### config.mk
export PLATFORM = sky130hd
export DESIGN_NAME = sirc_user_responder
export DESIGN_NICKNAME = d
export VERILOG_FILES = /design/src/rtl/sirc_pkg.sv /design/src/rtl/sirc_read_pipe.sv /design/src/rtl/sirc_user_responder.sv
export SDC_FILE = /design/constraint.sdc
export NUM_CORES = 1
export LEC_CHECK = 0
export ABC_CLOCK_PERIOD_IN_PS = 9500
export CAP_MARGIN = 20
export CORE_ASPECT_RATIO = 0.5
export CORE_UTILIZATION = 55
export CTS_CLUSTER_DIAMETER = 50
export DETAILED_ROUTE_END_ITERATION = 8
export PLACE_DENSITY = 0.75
export SYNTH_ARGS = -nofsm -noshare
export SYNTH_HDL_FRONTEND = slang
export SYNTH_SLANG_ARGS = --single-unit
### constraint.sdc
create_clock -name clk -period 9.5 [get_ports clk]
set_clock_uncertainty 0.2 [all_clocks]
set_input_delay 1.425 -clock clk [delete_from_list [all_inputs] [get_ports clk]]
set_output_delay 1.425 -clock clk [all_outputs]
set_load 0.01 [all_outputs]
### src/rtl/sirc_pkg.sv
// sirc_pkg: shared host-select codes and register width for the SIRC responder slice
package sirc_pkg;
  localparam logic [1:0] HOST_SEL_PARAM = 2'd0;
  localparam logic [1:0] HOST_SEL_INMEM = 2'd1;
  localparam logic [1:0] HOST_SEL_OUTMEM = 2'd2;
  localparam logic [1:0] HOST_SEL_NONE = 2'd3;
  localparam int REG_WIDTH = 32;
endpackage

### src/rtl/sirc_read_pipe.sv
// sirc_read_pipe: fixed-latency valid/data return pipeline, flushed by reset
module sirc_read_pipe #(
  parameter int WIDTH = 32,
  parameter int LATENCY = 2
) (
  input  logic             clk,
  input  logic             reset,
  input  logic             inValid,
  input  logic [WIDTH-1:0] inData,
  output logic             outValid,
  output logic [WIDTH-1:0] outData
);
  logic [LATENCY-1:0] validQ;
  logic [WIDTH-1:0] dataQ [LATENCY];
  // data is forced to zero on idle slots so the output is 0 whenever valid is 0
  always_ff @(posedge clk) begin
    if (reset) begin
      validQ <= '0;
      for (int i = 0; i < LATENCY; i++) dataQ[i] <= '0;
    end else begin
      validQ[0] <= inValid;
      dataQ[0] <= inValid ? inData : '0;
      for (int i = 1; i < LATENCY; i++) begin
        validQ[i] <= validQ[i-1];
        dataQ[i] <= dataQ[i-1];
      end
    end
  end
  assign outValid = validQ[LATENCY-1];
  assign outData = dataQ[LATENCY-1];
endmodule

### src/rtl/sirc_user_responder.sv
// sirc_user_responder: services user register/memory handshakes and owns the run register
module sirc_user_responder
  import sirc_pkg::*;
#(
  parameter int INMEM_BYTE_WIDTH = 1,
  parameter int OUTMEM_BYTE_WIDTH = 1,
  parameter int INMEM_ADDRESS_WIDTH = 5,
  parameter int OUTMEM_ADDRESS_WIDTH = 4,
  parameter int NUM_REGS = 4,
  parameter int READ_LATENCY = 2
) (
  input  logic                              clk,
  input  logic                              reset,
  output logic                              userRunValue,
  input  logic                              userRunClear,
  input  logic                              register32CmdReq,
  output logic                              register32CmdAck,
  input  logic [REG_WIDTH-1:0]              register32WriteData,
  input  logic [7:0]                        register32Address,
  input  logic                              register32WriteEn,
  output logic                              register32ReadDataValid,
  output logic [REG_WIDTH-1:0]              register32ReadData,
  input  logic                              inputMemoryReadReq,
  output logic                              inputMemoryReadAck,
  input  logic [INMEM_ADDRESS_WIDTH-1:0]    inputMemoryReadAdd,
  output logic                              inputMemoryReadDataValid,
  output logic [8*INMEM_BYTE_WIDTH-1:0]     inputMemoryReadData,
  input  logic                              outputMemoryWriteReq,
  output logic                              outputMemoryWriteAck,
  input  logic [OUTMEM_ADDRESS_WIDTH-1:0]   outputMemoryWriteAdd,
  input  logic [8*OUTMEM_BYTE_WIDTH-1:0]    outputMemoryWriteData,
  input  logic [OUTMEM_BYTE_WIDTH-1:0]      outputMemoryWriteByteMask,
  input  logic [1:0]                        hostSel,
  input  logic [15:0]                       hostAddr,
  input  logic                              hostWrEn,
  input  logic [31:0]                       hostWrData,
  input  logic                              hostRdEn,
  output logic [31:0]                       hostRdData,
  output logic                              hostRdValid,
  input  logic                              hostStart,
  output logic                              hostDone
);
  localparam int IW = 8 * INMEM_BYTE_WIDTH;
  localparam int OW = 8 * OUTMEM_BYTE_WIDTH;
  localparam int RW = NUM_REGS > 1 ? $clog2(NUM_REGS) : 1;
  localparam logic [16:0] NREG = 17'(NUM_REGS);
  logic [REG_WIDTH-1:0] regs [1<<RW];
  logic [IW-1:0] inMem [1<<INMEM_ADDRESS_WIDTH];
  logic [OW-1:0] outMem [1<<OUTMEM_ADDRESS_WIDTH];
  logic hostAct, userRegOk, hostRegOk, runNext;
  logic [REG_WIDTH-1:0] userRegData, hostRdNext;
  assign hostAct = hostWrEn || hostRdEn;
  assign register32CmdAck = register32CmdReq && !(hostAct && hostSel == HOST_SEL_PARAM);
  assign inputMemoryReadAck = inputMemoryReadReq && !(hostAct && hostSel == HOST_SEL_INMEM);
  assign outputMemoryWriteAck = outputMemoryWriteReq && !(hostAct && hostSel == HOST_SEL_OUTMEM);
  assign userRegOk = {9'b0, register32Address} < NREG;
  assign hostRegOk = {1'b0, hostAddr} < NREG;
  assign userRegData = userRegOk ? regs[register32Address[RW-1:0]] : '0;
  assign runNext = userRunClear ? 1'b0 : (hostStart ? 1'b1 : userRunValue);
  always_comb begin
    hostRdNext = '0;
    hostRdNext = !hostRdEn ? '0 :
                 hostSel == HOST_SEL_PARAM ? (hostRegOk ? regs[hostAddr[RW-1:0]] : '0) :
                 hostSel == HOST_SEL_INMEM ? 32'(inMem[hostAddr[INMEM_ADDRESS_WIDTH-1:0]]) :
                 hostSel == HOST_SEL_OUTMEM ? 32'(outMem[hostAddr[OUTMEM_ADDRESS_WIDTH-1:0]]) : '0;
  end
  always_ff @(posedge clk) begin
    if (reset) begin
      for (int i = 0; i < (1 << RW); i++) regs[i] <= '0;
      userRunValue <= 1'b0;
      hostDone <= 1'b0;
      hostRdData <= '0;
      hostRdValid <= 1'b0;
    end else begin
      if (hostWrEn && hostSel == HOST_SEL_PARAM && hostRegOk)
        regs[hostAddr[RW-1:0]] <= hostWrData;
      else if (register32CmdAck && register32WriteEn && userRegOk)
        regs[register32Address[RW-1:0]] <= register32WriteData;
      userRunValue <= runNext;
      hostDone <= userRunValue && !runNext;
      hostRdData <= hostRdNext;
      hostRdValid <= hostRdEn;
    end
  end
  // memory contents survive reset
  always_ff @(posedge clk) begin
    if (hostWrEn && hostSel == HOST_SEL_INMEM)
      inMem[hostAddr[INMEM_ADDRESS_WIDTH-1:0]] <= hostWrData[IW-1:0];
    if (outputMemoryWriteAck)
      for (int b = 0; b < OUTMEM_BYTE_WIDTH; b++)
        if (outputMemoryWriteByteMask[b])
          outMem[outputMemoryWriteAdd][8*b +: 8] <= outputMemoryWriteData[8*b +: 8];
  end
  sirc_read_pipe #(.WIDTH(REG_WIDTH), .LATENCY(READ_LATENCY)) regPipe (
    .clk(clk), .reset(reset),
    .inValid(register32CmdAck && !register32WriteEn), .inData(userRegData),
    .outValid(register32ReadDataValid), .outData(register32ReadData)
  );
  sirc_read_pipe #(.WIDTH(IW), .LATENCY(READ_LATENCY)) inPipe (
    .clk(clk), .reset(reset),
    .inValid(inputMemoryReadAck), .inData(inMem[inputMemoryReadAdd]),
    .outValid(inputMemoryReadDataValid), .outData(inputMemoryReadData)
  );
endmodule

==> Word-level counts from Yosys, hierarchy flattened <==
Memories as Yosys holds them, arrays and structs flattened.
Cells that the tools add are included.
{ "classes": {"n_mux": 34, "bitwise_logic": 5, "n_reduce_logical": 23, "n_eq_ne": 2, "magnitude_cmp": 2} }
{ "op_table": {"columns": ["op", "count"], "rows": [
  ["2-to-1 mux 32 bit", 8],
  ["OR reduction 32 bit", 2],
  ["2-to-1 mux 8 bit", 5],
  ["2-to-1 mux 1 bit", 19],
  ["< comparator 16 x 3 -> 1 bit, second input constant", 1],
  ["logical AND 1 bit", 13],
  ["< comparator 8 x 3 -> 1 bit, second input constant", 1],
  ["logical NOT 1 bit", 5],
  ["2-to-1 mux 2 bit", 2],
  ["OR 1 bit", 4],
  ["== test 2 x 1 -> 1 bit, second input constant", 1],
  ["== test 2 bit, second input constant", 1],
  ["logical NOT 2 bit", 1],
  ["OR reduction 2 bit", 1],
  ["logical OR 1 bit", 1],
  ["NOT 1 bit", 1]
]} }
{ "word_totals": {"mem_bits_rw": 592, "mem_count": 5, "out_inout_bits": 80, "input_bits": 118, "register_bits": 39} }
{ "mem_list": {"columns": ["memory", "depth", "width", "read_ports", "rd_ports_with_merged_regs", "wr", "line_no", "source"], "rows": [
  ["inMem", 32, 8, 2, 0, 1, "sirc_user_responder.sv:48", "logic [IW-1:0] inMem [1<<INMEM_ADDRESS_WIDTH];"],
  ["outMem", 16, 8, 1, 0, 1, "sirc_user_responder.sv:49", "logic [OW-1:0] outMem [1<<OUTMEM_ADDRESS_WIDTH];"],
  ["regs", 4, 32, 2, 0, 4, "sirc_user_responder.sv:47", "logic [REG_WIDTH-1:0] regs [1<<RW];"],
  ["regPipe.dataQ", 2, 32, 2, 0, 2, "sirc_read_pipe.sv:14", "logic [WIDTH-1:0] dataQ [LATENCY];"],
  ["inPipe.dataQ", 2, 8, 2, 0, 2, "sirc_read_pipe.sv:14", null]
]} }

==> Depth between registers and ports, before layout <==
Gate-level depths: netlist of run 1.
{ "logic_depth": {"ltp_word": 12, "depth_mapped": 9, "mapped_depth_nobuf": 5} }

==> Hierarchy <==
From an unflattened synthesis of run 1, not the netlist that was laid out.
{ "hier_totals": {"cells_unflattened": 1693, "hier_area_um2": 27518.9} }
{ "by_module_without_submodules": {"columns": ["mod", "area_each_um2", "cells_per_inst", "n_inst", "seq_area_each_um2"], "rows": [
  ["sirc_user_responder", 24812.5, 1474, 1, 16075.4],
  ["sirc_read_pipe at regPipe", 2123.3, 174, 1, 1321.3],
  ["sirc_read_pipe at inPipe", 583.1, 45, 1, 360.3]
]} }

==> Least setup slack after synthesis of run 1 <==
Ideal clock, no wire load.
{ "synth_timing": {"path_kind": "input -> register", "from": "input hostAddr[14]", "to": "memory regs[3][0], enable pin", "stages": 6, "n_path_buf": 1, "required_ns": 8.872, "t_arrival_ns": 4.094, "path_slack_ns": 4.778, "cell_sequence": "or4_1 nor4_2 buf_2 and3_1 a31oi_1 o21bai_1"} }
{ "synth_rtl": {"columns": ["element", "line_no", "source"], "rows": [
  ["start, declared", "sirc_user_responder.sv:34", "input logic [15:0] hostAddr,"],
  ["end, declared", "sirc_user_responder.sv:47", null]
]} }

==> results of run 1 <==
## logic make-up after synthesis
kind of cell           after synthesis
and+or+nand+nor                    418
DFF                                631
AOI/OAI and AO/OA                  139
muxes                              329
buffers and inverters              213
## state kept, by name (all words and copies together), names as in the netlist
name	cells
regPipe.dataQ	64
inMem	256
userRunValue	1
hostRdData	32
outMem	128
hostRdValid	1
regs	128
inPipe.validQ	2
inPipe.dataQ	16
hostDone	1
regPipe.validQ	2
## cells in the final DEF, fill, tap and decap left out, drive strengths merged, types with 37 or more instances in the layout
cell type | Yosys | final
clkdlybuf4s50 | 0 | 188
nand3 | 37 | 37
o22ai | 64 | 64
nor2 | 149 | 149
dfxtp | 119 | 119
nor2b | 106 | 106
edfxtp | 512 | 512
nand4 | 40 | 40
mux4 | 166 | 166
clkbuf | 49 | 74
inv | 49 | 51
mux2i | 163 | 163
buf | 115 | 42
## routing by layer
| layer | vias to the layer above | wire [microns] |
|---|---|---|
| met5 | - | 0 |
| met4 | 0 | 2730 |
| met3 | 171 | 6580 |
| met2 | 917 | 32600 |
| met1 | 8248 | 27000 |
| li1 | 6958 | - |
## worst max-delay path, stage by stage
cell and delay [ns]:
clkdlybuf4s50_1 0.88, or3_4 0.66, nor3_4 0.18, buf_4 0.40, nand4_1 0.15, a21o_1 0.23
buf_4 0.27, nand2b_2 0.67
## power by group
part | total (mW) | internal, mW | switching (mW)
clock network | 2.24 | 1.25 | 0.994
logic | 0.412 | 0.189 | 0.223
registers | 3.05 | 3.03 | 0.0193
## synth_stat cells (all sizes together), types with 2 or more instances
library cell	count
nor3	10
nand2b	8
or3b	2
or4b	4
a22oi	17
nand2	8
mux4	166
and2	2
nor2	149
nand4bb	3
or4bb	3
edfxtp	512
nor2b	106
o21ai	8
o221ai	7
o21a	3
dfxtp	119
o22ai	64
or3	3
nand3	37
or4	17
mux2i	163
nor4	2
nand3b	3
nand4b	7
inv	49
clkbuf	49
and3	11
a21o	34
or2	2
nand4	40
buf	115
## final cells by class
class | count | area [sq um]
clock buffers | 74 | 1500
clock inverters | 25 | 267
fillers | 3411 | 17500
inverters | 49 | 184
multi-input cells | 886 | 8690
flip-flops and latches | 631 | 17800
well taps | 649 | 812
repair buffers | 230 | 2190
## path summary, 6_finish.rpt
path	start	endpoint	slack, ns	cells past startpoint
min	regPipe.dataQ[0][24]	regPipe.dataQ[0][56]	0.23	1
max reg2reg	inMem[17][5]	hostRdData[5]	7.28	5
min reg2reg	regPipe.dataQ[0][24]	regPipe.dataQ[0][56]	0.23	1
max	hostAddr[4]	regs[0][12]	4.61	8
==> impl_results.md, run 1 <==
* Outcome: complete, no violations
* Final ANT Viol Nets at 0
* Simple-gate share of the synthesized area at 0.0844
* Largest net degree at the start of global routing at 87
* Synth warnings at 0
* EDFF count, synth at 512
* Leakage Power at 10.6 nW
* Gr usage total at 0.271
* Placed cell count at 2444
* CTS Root Cell: clkbuf_16
* Hold_buf cts at 0
* Final-stage net count at 1970
* Setup Slack @ Placement at 4.02 ns
* H-tree Lvls at 2
* Yosys cell types at 47
* Setup crit end kind: register
* Vias in the first global route at 15800
* Clk pin slew, worst setup/hold paths at 0.06 ns
* Synth Net Count at 1848
* Detailed Routing Iterations Pass 1 at 6
* Least-Margin Pin Slew at 1.09 ns
* Via count at 16300
* Chip width at 318 microns
* Max Buffers Root-to-Sink at 3
* GRT overflow at 0
* Worst Hold Class: reg -> reg
* Largest family of logic cells by synthesized area: multiplexers
* Slew HR at 0.275
* Peak VDD IR at 0.146 mV
* First-pass GRT wire length at 102 mm
* Row Count at 57
* Worst Path Required at 9.51 ns
* Initial antenna violation count at 0
* Post-layout total power at 5.70 mW
* Setup_tns at 0 ns
* Syn Inst Count at 1730
* Synth Area in Adders at 0
* # resized after CTS at 0
* I/O pin cnt at 198
* Arr. time, crit path at 4.91 ns
* M1 GR Usage at 0.369
* Largest area contributor in the netlist: edfxtp_1
* Min Tclk post-route at 4.89 ns
* Largest cells by area after synthesis: edfxtp_1, mux4_2, dfxtp_1
* RSZ-0062 raised after global routing: false
* Ant. Diodes at 0
* Layout cells sized above 1 at 0.170
* Clock sinks at 631
* Async set-reset flop share out of synthesis at 0
* Worst hold margin at 0.233 ns
* Maxcap violations at 0
* Area fraction in compound gates after synthesis at 0.0348
* Main synth FF type: edfxtp_1
* Met3 Use GR at 0.0543
* DRC Markers at 0
* Final worst path period share at 0.515
* Fin util at 0.642
* Routed WL per cell at 27.1 microns
* Sequential element share of the synthesized area at 0.645
* Final setup fails at 0
* Gpl congestion at 0.986
* Clk Latency, worst-skew pair at 0.60 ns
* Slew Viols, Final at 0
* Share of the synthesized area in the top cell type at 0.559
* Post-DP HPWL at 44.5 mm
* Syn Area/Cell at 15.9 sq um
* Final WS setup at 4.61 ns
* # Post-CTS Setup Buffers at 0
* Core Area at 48900 sq um
* Crit path launch type: input pin
* PD cells at 181 nW/um^2
* Vias per cell at 6.40
* Port buffer count at 197
* Synth Register Bits at 631
* Die Area at 51000 sq um
* Most used routing layer: met2
* P&R area growth vs syn at 14.1%
* CP Max Fanout at 38
* Total Wirelength at 68.9 mm
* Post-layout instance area at 31400 sq um
* DR iter-0 viols at 2317
* Final std cells w/o fill at 2544
* Die height at 160 microns
* Area after DPL at 29600 sq um
* Starting Density at 0.562
* CP Class: in -> reg
* M2 GR Usage at 0.436
* CTS tree: yes
* Synth Area in XOR/XNOR at 0
* Final Hold Fails at 0
* Fmax at 0.204 GHz
* Mux contribution to synthesized area at 0.195
* Post-Syn Area at 27500 sq um
* CTS Buf Count at 54
No activity file was read; power rests on OpenSTA's default activity.
==> run 2, diff against run 1 <==
--- a/config.mk
+++ b/config.mk
@@ -5,13 +5,13 @@
 export SDC_FILE = /design/constraint.sdc
 export NUM_CORES = 1
 export LEC_CHECK = 0
-export ABC_CLOCK_PERIOD_IN_PS = 9500
+export ABC_CLOCK_PERIOD_IN_PS = 4500
 export CAP_MARGIN = 20
 export CORE_ASPECT_RATIO = 0.5
-export CORE_UTILIZATION = 55
+export CORE_UTILIZATION = 53
 export CTS_CLUSTER_DIAMETER = 50
 export DETAILED_ROUTE_END_ITERATION = 8
-export PLACE_DENSITY = 0.75
+export PLACE_DENSITY = 0.76
 export SYNTH_ARGS = -nofsm -noshare
 export SYNTH_HDL_FRONTEND = slang
 export SYNTH_SLANG_ARGS = --single-unit
==> constraint.sdc (replaced) <==
create_clock -name clk -period 4.5 [get_ports clk]
set_clock_uncertainty 0.2 [all_clocks]
set_input_delay 0.675 -clock clk [delete_from_list [all_inputs] [get_ports clk]]
set_output_delay 0.675 -clock clk [all_outputs]
set_load 0.01 [all_outputs]
==> run 2 against run 1 <==
Compared with the run above: worst setup slack worse by 3.4 ns; largest cell class unchanged; largest power group unchanged; via count is 2.4% higher; critical endpoint is now outputMemoryWriteAck; global-route usage is 1.0 points higher; register-to-register slack worse by 5.2 ns; final cell count is 3.5% higher; wire length is 5.9% higher.
==> impl_results.md, run 2 (synthesized netlist as in run 1, its figures left out) <==
* Final WS setup at 1.18 ns (-3.43 ns)
* Multi-input logic area at 8680 sq um (-0.12%)
* Cell family with most CP delay: buffers and inverters
* Final Hold Fails at 0 (unchanged)
* Post-DP HPWL at 48.4 mm (+8.8%)
* Outcome: complete, no violations
* Setup_tns at 0 ns (unchanged)
* Fmax at 0.301 GHz
* Die height at 163 microns (+1.8%)
* Ant. Diodes at 0 (unchanged)
* Clock share of power at 0.390 (-0.003)
* RR Endpoint: hostRdData[2]
* Slew HR at 0.249 (-0.0260)
* Placed cell count at 2534 (+3.7%)
* Setup crit end kind: primary output
* Register area at 17800 sq um (unchanged)
* Buf/Inv on CP at 2 (-1)
* Fillers at 3600 (+5.5%)
* Row Count at 58 (+1.8%)
* Detailed Routing Iterations Pass 1 at 6 (unchanged)
* P&R area growth vs syn at 15.6%
* DRC Markers at 0 (unchanged)
* WHS Path Cells at 1 (unchanged)
* Core Area at 50700 sq um (+3.7%)
* Slowest CP cell: clkdlybuf4s50_1
* RSZ-0062 raised after global routing: false
* First-pass GRT wire length at 108 mm (+6.2%)
* Hold_buf cts at 0 (unchanged)
* Internal power at 9.35 mW (+110%)
* Crit path launch type: input pin
* Worst setup endpoint: outputMemoryWriteAck
* Seq pwr share at 0.535 (about the same)
* Via count at 16700 (+2.4%)
* Combinational power share at 0.075 (+0.003)
* Critical-path cell list: clkdlybuf4s50_1 > nand2b_1 > o21a_1 > clkdlybuf4s50_1
* Largest net degree at the start of global routing at 84 (-3.4%)
* H-tree Lvls at 2 (unchanged)
* R2R depth at 5 (unchanged)
* Final worst path period share at 0.738
* Slew Viols, Final at 0 (unchanged)
* CTS Root Cell: clkbuf_16
* Worst Setup SP: hostSel[0]
* Sw frac at 0.222 (+0.00508)
* Final ANT Viol Nets at 0 (unchanged)
* Max reg flops at 256 (unchanged)
* Vias per cell at 6.34 (-1.0%)
* Leakage Power at 10.9 nW (+2.3%)
* Fin util at 0.627 (-0.0147)
* Critical path's largest stage delay at 0.63 ns (-0.25 ns)
* WP depth at 4 (-4)
* Port buffer count at 197 (unchanged)
* Initial antenna violation count at 0 (unchanged)
* Arr. time, crit path at 2.45 ns (-2.46 ns)
* Least-Margin Pin Slew at 1.12 ns (+0.0384 ns)
* # Post-CTS Setup Buffers at 0 (unchanged)
* Worst Hold Class: reg -> reg
* Routed WL per cell at 27.7 microns (+2.4%)
* Clk pin slew, worst setup/hold paths at 0.07 ns (about the same)
* Clk Latency, worst-skew pair at 0.61 ns (about the same)
* Total Wirelength at 72.9 mm (+5.9%)
* Worst r2r src: inMem[15][2]
* Most used cell, CP: clkdlybuf4s50_1
* I/O pin cnt at 198 (unchanged)
* Final std cells w/o fill at 2632 (+3.5%)
* Starting Density at 0.542 (-0.0200)
* Final setup fails at 0 (unchanged)
* Clock sinks at 631 (unchanged)
* PD cells at 378 nW/um^2 (+110%)
* Maxcap violations at 0 (unchanged)
* # resized after CTS at 0 (unchanged)
* Min Tclk post-route at 3.32 ns
* CP Max Fanout at 5 (-87%)
* GRT overflow at 0 (unchanged)
* Reg-to-reg setup timing slack at 2.13 ns (-5.15 ns)
* Chip width at 324 microns (+1.9%)
* Switching pwr at 2.67 mW (+120%)
* Gr usage total at 0.281 (+0.00996)
* Setup Slack @ Placement at 0.685 ns (-3.34 ns)
* Peak VDD IR at 0.276 mV (+89%)
* Worst Path Required at 3.62 ns (-5.89 ns)
* CTS tree: yes
* CP Class: in -> out
* Die Area at 52900 sq um (+3.7%)
* DR iter-0 viols at 2136 (-7.8%)
* Gpl congestion at 1.01 (+2.4%)
* Layout cells sized above 1 at 0.190 (+0.0201)
* CTS Buf Count at 53 (-1.9%)
* Most frequent cells in the layout: edfxtp_1, clkdlybuf4s50_1, mux4_2
* Vias in the first global route at 16600 (+5.2%)
* Final-stage net count at 2017 (+2.4%)
* Max Buffers Root-to-Sink at 3 (unchanged)
* Most common cell after layout, fill and taps aside: edfxtp_1
## run 2: area by class of cell
| class | instances | share of cell area |
|---|---|---|
| clock buffers | 74 | 0.0489 |
| multi-input cells | 886 | 0.273 |
| repair buffers | 278 | 0.0808 |
| well taps | 690 | 0.0271 |
| inverters | 49 | 0.00578 |
| clock inverters | 24 | 0.00625 |
| flip-flops and latches | 631 | 0.558 |
## run 2: power groups by stage
stage / sequential [mW] / combinational [mW] / clock [mW]
2_1_floorplan: 6.54 / 0.501 / 0
3_3_place_gp: 6.55 / 0.873 / 0
3_5_place_dp: 6.56 / 0.882 / 0
4_1_cts: 6.43 / 0.889 / 4.72
5_1_grt: 6.44 / 0.933 / 4.96
6_report: 6.43 / 0.899 / 4.69
## run 2: routing by layer
metal | wire length, microns | global-route usage
met1 | 28000 | 0.375
met5 | 0 | 0
met2 | 35400 | 0.459
met4 | 2850 | 0.103
met3 | 6660 | 0.0572
## run 2: worst min-delay path by stage
stage / from / to / slack (ns)
3_5_place_dp: regPipe.dataQ[0][23] / regPipe.dataQ[0][55] / 0.23
2_1_floorplan: inPipe.dataQ[0][2] / inPipe.dataQ[0][10] / 0.21
4_1_cts: regPipe.dataQ[0][29] / regPipe.dataQ[0][61] / 0.24
5_1_grt: regPipe.dataQ[0][5] / regPipe.dataQ[0][37] / 0.25
3_3_place_gp: regPipe.dataQ[0][18] / regPipe.dataQ[0][50] / 0.22
6_report: regPipe.dataQ[0][29] / regPipe.dataQ[0][61] / 0.24
## run 2: metrics by stage
stage	area (sq um)	power, mW	hold WS, ns
after floorplan	27500	7.05	0.214
after global placement	30100	7.42	0.218
after detailed placement	30100	7.44	0.226
after CTS	31800	12.0	0.237
after global routing	31800	12.3	0.251
final	31800	12.0	0.235
==> run 3, diff against run 2 <==
--- a/config.mk
+++ b/config.mk
@@ -5,13 +5,13 @@
 export SDC_FILE = /design/constraint.sdc
 export NUM_CORES = 1
 export LEC_CHECK = 0
-export ABC_CLOCK_PERIOD_IN_PS = 4500
+export ABC_CLOCK_PERIOD_IN_PS = 3100
 export CAP_MARGIN = 20
 export CORE_ASPECT_RATIO = 0.5
-export CORE_UTILIZATION = 53
+export CORE_UTILIZATION = 55
 export CTS_CLUSTER_DIAMETER = 50
 export DETAILED_ROUTE_END_ITERATION = 8
-export PLACE_DENSITY = 0.76
+export PLACE_DENSITY = 0.75
 export SYNTH_ARGS = -nofsm -noshare
 export SYNTH_HDL_FRONTEND = slang
 export SYNTH_SLANG_ARGS = --single-unit
==> constraint.sdc (replaced) <==
create_clock -name clk -period 3.1 [get_ports clk]
set_clock_uncertainty 0.2 [all_clocks]
set_input_delay 0.465 -clock clk [delete_from_list [all_inputs] [get_ports clk]]
set_output_delay 0.465 -clock clk [all_outputs]
set_load 0.01 [all_outputs]
==> run 3 against run 2 <==
Compared with the run above: via count grew 0.43%; clock power grew 50%; total power grew 48%; die area shrank 3.6%; sequential cell count is the same; highest routed layer unchanged; critical path depth is the same; critical path type unchanged.
==> impl_results.md, run 3 (synthesized netlist as in run 1, its figures left out) <==
* # resized after CTS at 0 (unchanged)
* Die height at 160 microns (-1.8%)
* # Post-CTS Setup Buffers at 0 (unchanged)
* I/O pin cnt at 198 (unchanged)
* Most frequent cells in the layout: edfxtp_1, clkdlybuf4s50_1, mux4_2
* CP Max Fanout at 4 (-1)
* Setup Slack @ Placement at 0.0244 ns (-0.660 ns)
* Die Area at 51000 sq um (-3.6%)
* Slew HR at 0.480 (+0.232)
* Worst Hold Class: in -> reg
* Final Hold Fails at 0 (unchanged)
* Vias in the first global route at 16900 (+1.5%)
* Starting Density at 0.562 (+0.0200)
* Gpl congestion at 0.978 (-3.2%)
* Slowest CP cell: clkdlybuf4s50_1
* Worst setup endpoint: outputMemoryWriteAck
* Peak VDD IR at 0.469 mV (+70%)
* Initial antenna violation count at 1 (+1)
* Final WS setup at 0.181 ns (-0.997 ns)
* Post-DP HPWL at 50.7 mm (+4.6%)
* Min Tclk post-route at 2.92 ns
* PD cells at 544 nW/um^2 (+44%)
* Final-stage net count at 2095 (+3.9%)
* Worst Setup SP: hostRdEn
* Leakage Power at 11.4 nW (+4.6%)
* Core Area at 48900 sq um (-3.6%)
* Maxcap violations at 0 (unchanged)
* Critical-path cell list: clkdlybuf4s50_1 > nor2_1 > o21a_1 > clkdlybuf4s50_1
* Row Count at 57 (-1.7%)
* Worst Path Required at 2.43 ns (-1.19 ns)
* Gr usage total at 0.291 (+0.0102)
* Final setup fails at 0 (unchanged)
* Slew Viols, Final at 0 (unchanged)
* Largest net degree at the start of global routing at 65 (-23%)
* DRC Markers at 0 (unchanged)
* CTS Buf Count at 54 (+1.9%)
* Detailed Routing Iterations Pass 1 at 5 (-1)
* First-pass GRT wire length at 109 mm (+0.73%)
* Port buffer count at 197 (unchanged)
* CTS tree: yes
* Max Buffers Root-to-Sink at 3 (unchanged)
* Critical path's largest stage delay at 0.62 ns (about the same)
* GRT overflow at 0 (unchanged)
* Final worst path period share at 0.942
* Setup crit end kind: primary output
* Layout cells sized above 1 at 0.222 (+0.0324)
* Cell family with most CP delay: buffers and inverters
* CP Class: in -> out
* Routed WL per cell at 27.4 microns (-1.3%)
* RSZ-0062 raised after global routing: false
* Ant. Diodes at 0 (unchanged)
* RR Endpoint: hostRdData[5]
* CTS Root Cell: clkbuf_16
* Crit path launch type: input pin
* DR iter-0 viols at 1959 (-8.3%)
* Fmax at 0.343 GHz
* Least-Margin Pin Slew at 0.777 ns (-0.346 ns)
* Max reg flops at 256 (unchanged)
* Total Wirelength at 73.1 mm (+0.24%)
* H-tree Lvls at 2 (unchanged)
* Hold_buf cts at 0 (unchanged)
* Via count at 16800 (+0.43%)
* Chip width at 318 microns (-1.8%)
* Clk Latency, worst-skew pair at 0.61 ns (about the same)
* Vias per cell at 6.27 (-1.1%)
* Clk pin slew, worst setup/hold paths at 0.07 ns (about the same)
* Arr. time, crit path at 2.25 ns (-0.20 ns)
* R2R depth at 5 (unchanged)
* Setup_tns at 0 ns (unchanged)
* Most common cell after layout, fill and taps aside: edfxtp_1
* Reg-to-reg setup timing slack at 0.93 ns (-1.20 ns)
* Most used cell, CP: clkdlybuf4s50_1
* Buf/Inv on CP at 2 (unchanged)
* Clock sinks at 631 (unchanged)
* Final ANT Viol Nets at 0 (unchanged)
* Outcome: complete, no violations
* P&R area growth vs syn at 18.6%
* WP depth at 4 (unchanged)
* Worst r2r src: inMem[5][5]
==> run 3: final cells by class <==
| cell class | instances | area (sq um) |
|---|---|---|
| clock inverters | 29 | 272 |
| well taps | 649 | 812 |
| repair buffers | 355 | 3340 |
| fillers | 3387 | 16300 |
| clock buffers | 73 | 1580 |
| inverters | 49 | 184 |
| multi-input cells | 886 | 8680 |
| flip-flops and latches | 631 | 17800 |
==> run 3: worst min path at each step <==
stage,from,end,cells past startpoint
final,reset,regPipe.dataQ[0][61],2
after global routing,reset,regPipe.dataQ[0][61],2
after CTS,reset,inPipe.validQ[1],2
after detailed placement,regPipe.dataQ[0][25],regPipe.dataQ[0][57],1
after global placement,regPipe.dataQ[0][21],regPipe.dataQ[0][53],1
after floorplan,inPipe.dataQ[0][2],inPipe.dataQ[0][10],1
==> run 3: power by group <==
| group | internal (mW) | switching [mW] |
|---|---|---|
| clock network | 3.93 | 3.11 |
| registers | 9.27 | 0.0607 |
| logic | 0.655 | 0.720 |
| total | 13.9 | 3.89 |
==> run 3: stage by stage <==
step                      area (sq um)  hold slack, ns  total power, mW  instances  utilization
after floorplan                  27500           0.214             10.2       1730            -
after global placement           30800           0.220             10.9       2570        0.629
after detailed placement         30800           0.223             10.9       2570        0.629
after CTS                        32600           0.165             17.8       2672        0.667
after global routing             32600           0.187             18.2       2672        0.667
final                            32600           0.177             17.8       2672        0.667
==> run 3: metal layers <==
layer  routed length [microns]  vias up  share of wire  global-route usage
met5                         0        -              0                   0
li1                          -     7208              -                   -
met2                     35200      834           0.48               0.468
met3                      6370      143          0.087              0.0542
met1                     29300     8568           0.40               0.408
met4                      2290        0          0.031              0.0872
==> run 3: worst reg2reg max path, cell delays in order, from the launching register on <==
cell,delay [ns]
edfxtp_1,0.40
mux2i_1,0.46
o22ai_1,0.14
or4_1,0.52
o21ai_0,0.19
o221ai_1,0.13
